**config.mk**
```make
export PLATFORM = sky130hd
export DESIGN_NAME = pl_mem_access
export DESIGN_NICKNAME = d
export VERILOG_FILES = /design/src/rtl/pl_mem_access.sv
export SDC_FILE = /design/constraint.sdc
export NUM_CORES = 1
export LEC_CHECK = 0
export CORE_ASPECT_RATIO = 1.75
export CORE_MARGIN = 1
export CORE_UTILIZATION = 27
export CTS_CLUSTER_SIZE = 25
export DETAILED_ROUTE_END_ITERATION = 7
export GPL_TIMING_DRIVEN = 0
export PLACE_DENSITY = 0.56
export SYNTH_ARGS = -nofsm -noshare
export SYNTH_HDL_FRONTEND = slang
export SYNTH_SLANG_ARGS = --single-unit
export TNS_END_PERCENT = 30
```
**constraint.sdc**
```tcl
create_clock -name clock -period 4 [get_ports clock]
set_input_delay 1.2 -clock clock [delete_from_list [all_inputs] [get_ports clock]]
set_output_delay 1.2 -clock clock [all_outputs]
set_load 0.005 [all_outputs]
```
**src/rtl/pl_mem_access.sv**
```systemverilog
// MEM-stage load/store unit for a little-endian 32-bit word RAM with synchronous read.
// Word stores finish in one cycle, loads take one stall cycle, sub-word stores read-modify-write.
module pl_mem_access (
  input  logic        clock,
  input  logic        resetn,
  input  logic        req,
  input  logic        wr,
  input  logic [1:0]  size,
  input  logic        sext,
  input  logic [31:0] addr,
  input  logic [31:0] wdata,
  output logic [31:0] rdata,
  output logic        stall,
  output logic        done,
  output logic        misalign,
  output logic [31:0] mem_addr,
  output logic [31:0] mem_din,
  output logic        mem_we,
  input  logic [31:0] mem_dout
);

  typedef enum logic [1:0] {IDLE, LD, RMW_RD, RMW_WR} state_t;

  localparam logic [1:0] SZ_BYTE = 2'b00;
  localparam logic [1:0] SZ_HALF = 2'b01;
  localparam logic [1:0] SZ_WORD = 2'b10;

  state_t      state, state_nxt;
  logic [31:0] cap_addr;
  logic [15:0] cap_wdata;
  logic [1:0]  cap_size;
  logic        cap_sext;
  logic        cap_wr;
  logic [31:0] merged;
  logic        bad_align;

  // Pick the addressed lane out of a RAM word and extend it to 32 bits.
  function automatic logic [31:0] load_extract(input logic [31:0] word, input logic [1:0] lane,
                                               input logic [1:0] sz, input logic sx);
    logic [7:0]  b;
    logic [15:0] h;
    logic [31:0] res;
    b   = word[{lane, 3'b000} +: 8];
    h   = word[{lane[1], 4'b0000} +: 16];
    res = word;
    if (sz == SZ_BYTE)      res = {{24{sx & b[7]}}, b};
    else if (sz == SZ_HALF) res = {{16{sx & h[15]}}, h};
    return res;
  endfunction

  function automatic logic [31:0] store_merge(input logic [31:0] word, input logic [1:0] lane,
                                              input logic [1:0] sz, input logic [15:0] wd);
    logic [31:0] res;
    res = word;
    if (sz == SZ_BYTE) res[{lane, 3'b000} +: 8]     = wd[7:0];
    else               res[{lane[1], 4'b0000} +: 16] = wd;
    return res;
  endfunction

  always_comb begin
    bad_align = 1'b0;
    case (size)
      SZ_HALF: bad_align = addr[0];
      SZ_WORD: bad_align = (addr[1:0] != 2'b00);
      SZ_BYTE: bad_align = 1'b0;
      default: bad_align = 1'b1;
    endcase
  end

  // NOTE: non-blocking assignments in sequential logic so every register samples pre-edge values.
  always_ff @(posedge clock or negedge resetn) begin
    if (!resetn) begin
      state     <= IDLE;
      cap_addr  <= '0;
      cap_wdata <= '0;
      cap_size  <= '0;
      cap_sext  <= 1'b0;
      cap_wr    <= 1'b0;
      merged    <= '0;
    end else begin
      state <= state_nxt;
      if (state == IDLE && req) begin
        cap_addr  <= addr;
        cap_wdata <= wdata[15:0];
        cap_size  <= size;
        cap_sext  <= sext;
        cap_wr    <= wr;
      end
      if (state == RMW_RD)
        merged <= store_merge(mem_dout, cap_addr[1:0], cap_size, cap_wdata);
    end
  end

  // NOTE: every output and the next state get a default first, so no path can infer a latch.
  always_comb begin
    state_nxt = state;
    rdata     = '0;
    stall     = 1'b0;
    done      = 1'b0;
    misalign  = 1'b0;
    mem_addr  = '0;
    mem_din   = '0;
    mem_we    = 1'b0;
    case (state)
      IDLE: begin
        mem_addr = {addr[31:2], 2'b00};
        if (req) begin
          if (bad_align) begin
            misalign = 1'b1;
          end else if (wr && size == SZ_WORD) begin
            mem_we  = 1'b1;
            mem_din = wdata;
            done    = 1'b1;
          end else if (!wr) begin
            stall     = 1'b1;
            state_nxt = LD;
          end else begin
            stall     = 1'b1;
            state_nxt = RMW_RD;
          end
        end
      end
      LD: begin
        mem_addr  = {cap_addr[31:2], 2'b00};
        rdata     = load_extract(mem_dout, cap_addr[1:0], cap_size, cap_sext);
        done      = 1'b1;
        state_nxt = IDLE;
      end
      RMW_RD: begin
        mem_addr  = {cap_addr[31:2], 2'b00};
        stall     = 1'b1;
        state_nxt = RMW_WR;
      end
      RMW_WR: begin
        mem_addr  = {cap_addr[31:2], 2'b00};
        mem_we    = cap_wr;
        mem_din   = merged;
        done      = 1'b1;
        state_nxt = IDLE;
      end
      default: state_nxt = IDLE;
    endcase
    // Outputs are quiet during reset whatever the inputs do, so an aborted RMW never writes.
    if (!resetn) begin
      rdata    = '0;
      stall    = 1'b0;
      done     = 1'b0;
      misalign = 1'b0;
      mem_addr = '0;
      mem_din  = '0;
      mem_we   = 1'b0;
    end
  end

endmodule

```
==> summary.txt, run 1 <==
Status
  • Status: completed

Detailed routing
  • Post-route antenna net violation count: 0
  • Number of DRC markers in iteration 0: approximately 250
  • Number of remaining DRC errors: 0
  • Routed vias: 6,884
  • Vias per std cell: 5.17
  • Avg WL per Cell: slightly below 20 um
  • Drt pass-1 iters: 5
  • Final wirelength: 26,400 um

Final layout
  • FILL cells: 2,389
  • Commonest non-fill, non-tap cells in the layout: nand2_1, clkdlybuf4s50_1, dfrtp_1
  • Area growth from synthesis to layout: 48.5%
  • Fin area: ~0.0096 mm^2
  • Layout cell share with drive strength beyond 1: 15.4%
  • Commonest non-fill, non-tap cell in the layout: nand2_1
  • ANT cells: 0
  • Fin nets: 1,135

CTS
  • Buffer levels on the longest clock path: 2
  • Root Driver: clkbuf_16
  • H-tree depth: 3
  • Worst-path clk slew: 70 ps
  • Clk Latency, worst-skew pair: 350 ps
  • Clock Sinks: 86
  • Clock tree from TritonCTS: built
  • TritonCTS Buffers: 9

Synth
  • Seq/Total Area, Yosys: 33.3%
  • Cell taking the most area after synthesis: dfrtp_1
  • Synth area leaders: dfrtp_1, nand2_1, mux2_2, mux2i_1, o21ai_0
  • Post-Synthesis Cells: 801
  • Fraction of registers with async set/reset: 100%
  • Yosys top cell area share: between 30% and 40%
  • Post-synth top flop: dfrtp_1
  • YS warnings: 0
  • #FFs+latches synth: 86
  • Number of synthesized flops with an enable pin: 0
  • Synth Area per Inst: 8.06 um^2
  • Synth Cell Area: 0.00646 mm^2
  • Distinct cells, synth: 53

Global route
  • Antenna violations before repair: 0
  • Largest net degree at the start of global routing: 35
  • Total grt overflow: 0
  • First-pass GRT wire length: about 41,000 um
  • GRT Resource Usage Total: 21.7%
  • Vias in the first global route: 6,989

Timing
  • Clk_skew: between 15 and 20 ps
  • Max Transition Viols Final: 0
  • Unrepaired setup endpoints after global routing: yes
  • Pin slew with the least headroom to its limit: 563 ps
  • Slew headroom: 62.3%
  • Hold Vio Cnt, Final: 0
  • Tmin final: ~4000 ps
  • Fmax: 251 MHz
  • Final cycle utilization of the critical path: 99.6%
  • Final setup vio count: 0
  • TNS Setup: 0 ps

Worst setup path
  • Arrival time worst endpoint: around 2800 ps
  • Critical path peak fanout: 5
  • CP cell instances: dlygate4sd2_1, mux4_1, nor2_1, a2111oi_4, clkdlybuf4s50_1
  • Slowest CP cell: mux4_1
  • Req. time, crit path: 2800 ps
  • Startpoint Class: input pin
  • Critical path's largest stage delay: 530 ps
  • Worst Path Buf+Inv: 2
  • Crit path kind: in -> out
  • CP endpoint kind: output port
  • Delay-heaviest family, CP: buffers and inverters

Die
  • Initial Util: 27.6%
  • # IOs: 203
  • Row cnt: 74
  • Die outline area: 0.0246 mm^2
  • Die span in y: about 210 um
  • Placeable Area: between 0.02 and 0.025 mm^2
  • Die W: between 100 and 150 um

Place
  • DP Area: 0.00887 mm^2
  • PortBufs: 200
  • Gpl congestion: 0.903
  • Post-DP HPWL: 20,200 um

Power
  • Pwr Density: approximately 660 mW/mm^2
  • Leakage: between 4 and 5 nW
  • Clock power frac: 14.8%
  • Peak VDD IR: approximately 260 uV
  • Internal: 3.56 mW
  • Sw power: 2.81 mW
  • Register share of total power: 26.2%
  • Tot Pwr: about 6.4 mW
  • Switching Fraction: roughly 44%
  • Comb pwr share: 59.0%

Min path
  • Hold Crit Class: reg -> reg

Run
  • Max-cap violations: 0
[cell families after synthesis]
logic type,count (synthesis),synth area share (%)
multiplexers,71,13.2
buffers and inverters,116,8.48
AND/OR/NAND/NOR,348,25.9
other,1,0.0581
flip-flops,86,33.3
AO/OA/AOI/OAI,170,17.3
adder cells (fa/ha/maj),9,1.74
[layer usage]
metal	routed length (um)	GRT usage, %
met2	13900	40.4
met1	9780	23.5
met3	1480	3.79
met5	0	0
met4	1220	10.4
[power by group through the flow]
stage / registers [mW] / logic, mW / clock network [mW]
after global placement: 1.66 / 3.63 / 0
after detailed placement: 1.67 / 3.67 / 0
after CTS: 1.66 / 3.76 / 0.953
final: 1.67 / 3.77 / 0.943
after global routing: 1.73 / 4.14 / 0.990
after floorplan: 1.53 / 2.43 / 0
[synth_stat cells, types with 4 or more instances]
cell type and number:
o21ai_0 57, nor4_1 16, mux2_2 33, buf_6 8, nand4_1 16, nor4b_1 5
nand2_1 183, a221oi_1 32, buf_1 14, a2111oi_0 4, mux2i_1 31, nor2b_1 32
buf_4 7, o22ai_1 41, clkbuf_1 25, a21oi_1 20, nor3b_1 8, buf_2 21
mux4_1 4, nor2_1 49, dfrtp_1 86, nand3_1 17, ha_1 9, inv_1 40
[repair_timing]
action	4_1_cts	5_1_grt
cloned	3	0
hold buffers	0	0
endpoints found under the setup margin	78	38
pin swaps	4	1
buffers inserted	7	1
gates resized for setup	148	49
[worst register-to-register path, stage by stage (launching register included)]
cell,delay (ps)
dfrtp_1,480
buf_4,230
buf_2,240
inv_1,140
ha_1,350
and4bb_2,250
buf_1,190
a221oi_1,340
o22ai_1,130
[cell type report]
type                    count  area [um^2]  share of cell area (%)
clock inverters             3         67.6                   0.704
flip-flops and latches     86         2150                    22.4
plain buffers              73          452                    4.71
well taps                 304          380                    3.96
clock buffers              13          250                    2.61
multi-input cells         600         3920                    40.8
inverters                  41          154                    1.60
repair buffers            212         2220                    23.2
[per-stage QoR]
step                hold WS, ps  setup WS, ps  instances  util, %
finish                      477          15.0       1332     41.0
global route                505         -60.0       1332     41.0
CTS                         478          -143       1331     40.5
detailed placement          463          -845       1307     37.9
global placement            457         -4020       1306     37.8
floorplan                   445           732        802        -
[final timing paths]
| path | endpoint | slack (ps) | cells past startpoint | start |
|---|---|---|---|---|
| setup / recovery | rdata[6] | 20 | 5 | mem_dout[6] |
| hold / removal | cap_addr[27] | 480 | 2 | cap_addr[27] |
| setup reg to reg | merged[1] | 1510 | 8 | cap_addr[1] |
| hold reg to reg | cap_addr[27] | 480 | 2 | cap_addr[27] |
| max in group asynchronous | cap_wdata[14] | 2680 | 4 | resetn |
| min in group asynchronous | cap_addr[16] | 660 | 1 | resetn |
[flip-flops by register name (all words and copies together) (netlist names)]
signal / cells
state: 2
cap_sext: 1
cap_addr: 32
cap_wdata: 16
cap_wr: 1
merged: 32
cap_size: 2
Note: power is estimated with default switching activity, not from simulation.
==> run 2, diff against run 1 <==
Settings changed: CAP_MARGIN set to 20.
==> summary.txt, run 2 (same netlist as run 1, synthesis figures left out) <==
Timing
  • Fmax: 251 MHz (unchanged)
  • Hold Vio Cnt, Final: 0 (unchanged)
  • Pin slew with the least headroom to its limit: 563 ps (unchanged)
  • Unrepaired setup endpoints after global routing: yes (unchanged)
  • WHS: 477 ps (unchanged)
  • Final setup vio count: 0 (unchanged)
  • Final cycle utilization of the critical path: 99.6% (unchanged)
  • Max Transition Viols Final: 0 (unchanged)
  • Slew headroom: 62.3% (unchanged)
  • Clk_skew: 15.1 ps (unchanged)
  • Tmin final: 3980 ps (unchanged)

Final layout
  • Fin nets: 1,135 (unchanged)
  • Top Registers: cap_addr: 32 flops, merged: 32 flops, cap_wdata: 16 flops (unchanged)
  • Cell Count, Final, Fillers Out: 1,332 (unchanged)
  • Fin area: 0.00960 mm^2 (unchanged)
  • Layout cell share with drive strength beyond 1: 15.4% (unchanged)
  • ANT cells: 0 (unchanged)
  • Commonest non-fill, non-tap cell in the layout: nand2_1 (unchanged)
  • Commonest non-fill, non-tap cells in the layout: nand2_1, clkdlybuf4s50_1, dfrtp_1 (unchanged)
  • Area growth from synthesis to layout: 48.5% (unchanged)

Detailed routing
  • Drt pass-1 iters: 5 (unchanged)
  • Number of DRC markers in iteration 0: 248 (unchanged)
  • Number of remaining DRC errors: 0 (unchanged)
  • Avg WL per Cell: 19.8 um (unchanged)
  • Routed vias: 6,884 (unchanged)
  • Post-route antenna net violation count: 0 (unchanged)
  • Final wirelength: 26,400 um (unchanged)
  • Vias per std cell: 5.17 (unchanged)

Run
  • Max-cap violations: 0 (unchanged)

CTS
  • Clock Sinks: 86 (unchanged)
  • TritonCTS Buffers: 9 (unchanged)
  • Root Driver: clkbuf_16 (unchanged)
  • Clock tree from TritonCTS: built (unchanged)
  • H-tree depth: 3 (unchanged)
  • Buffer levels on the longest clock path: 2 (unchanged)
  • Clk Latency, worst-skew pair: 350 ps (about the same)
  • Worst-path clk slew: 70 ps (about the same)

Place
  • Gpl congestion: 0.903 (unchanged)
  • DP Area: 0.00887 mm^2 (unchanged)
  • Post-DP HPWL: 20,200 um (unchanged)
  • PortBufs: 200 (unchanged)
  • Cell total after placement: 1,307 (unchanged)

Worst setup path
  • Req. time, crit path: 2800 ps (about the same)
  • Critical path peak fanout: 5 (unchanged)
  • Startpoint Class: input pin (unchanged)
  • CP endpoint kind: output port (unchanged)
  • Crit path kind: in -> out (unchanged)
  • Arrival time worst endpoint: 2780 ps (about the same)

Global route
  • Met2 GRT Util: 40.4% (unchanged)
  • First-pass GRT wire length: 40,600 um (unchanged)
  • Total grt overflow: 0 (unchanged)
  • Most used routing layer: met2 (unchanged)
  • Grt met3 use: 3.79% (unchanged)
  • Antenna violations before repair: 0 (unchanged)
  • GRT Resource Usage Total: 21.7% (unchanged)
  • Met1 Usage GRT: 23.5% (unchanged)
  • Largest net degree at the start of global routing: 35 (unchanged)
  • Vias in the first global route: 6,989 (unchanged)

Die
  • Row cnt: 74 (unchanged)
  • Die outline area: 0.0246 mm^2 (unchanged)
  • Initial Util: 27.6% (unchanged)
  • # IOs: 203 (unchanged)
  • Placeable Area: 0.0234 mm^2 (unchanged)
  • Die W: 119 um (unchanged)
  • Die span in y: 207 um (unchanged)

Power
  • Tot Pwr: 6.38 mW (unchanged)
  • Peak VDD IR: 260 uV (unchanged)
  • Leakage: 4.51 nW (unchanged)
  • Pwr Density: 665 mW/mm^2 (unchanged)

Status
  • Status: completed (unchanged)

Min path
  • Hold Crit Class: reg -> reg (unchanged)
[run 2: critical path: stages]
cell and delay, ps:
dlygate4sd2_1 340, mux4_1 530, nor2_1 180, a2111oi_4 60
clkdlybuf4s50_1 470
[run 2: metrics by stage]
step	setup slack [ps]	util (%)	TNS, ps
floorplan	732	-	0
global placement	-4020	37.8	-515280
detailed placement	-845	37.9	-41940
CTS	-143	40.5	-218
global route	-60.0	41.0	-397
finish	15.0	41.0	0
[run 2: layer usage]
| metal | wire, um | vias up | part of all wire, % |
|---|---|---|---|
| met5 | 0 | - | 0 |
| met4 | 1220 | 0 | 4.6 |
| met3 | 1480 | 54 | 5.6 |
| met2 | 13900 | 266 | 53 |
| met1 | 9780 | 3293 | 37 |
| li1 | - | 3271 | - |
[run 2: power breakdown]
part / leakage [nW] / internal, mW / total [mW] / switching (mW)
registers: 1.06 / 1.30 / 1.67 / 0.371
logic: 3.29 / 1.70 / 3.77 / 2.07
clock network: 0.150 / 0.567 / 0.943 / 0.376
[run 2: layout make-up]
class                   count  area (um^2)
inverters                  41          154
repair buffers            212         2220
flip-flops and latches     86         2150
fillers                  2389        13800
clock buffers              13          250
well taps                 304          380
multi-input cells         600         3920
clock inverters             3         67.6
plain buffers              73          452
[run 2: final timing paths]
kind,start,end,slack [ps],depth (start not counted)
hold / removal,cap_addr[27],cap_addr[27],480,2
setup / recovery,mem_dout[6],rdata[6],20,5
setup reg to reg,cap_addr[1],merged[1],1510,8
max in group asynchronous,resetn,cap_wdata[14],2680,4
min in group asynchronous,resetn,cap_addr[16],660,1
hold reg to reg,cap_addr[27],cap_addr[27],480,2
[run 2: repair_timing]
action | in CTS | in global routing
cloned | 3 | 0
hold buffers | 0 | 0
pin swaps | 4 | 1
endpoints found under the hold margin | 0 | 0
endpoints found under the setup margin | 78 | 38
gates resized for setup | 148 | 49
setup buffers | 7 | 1
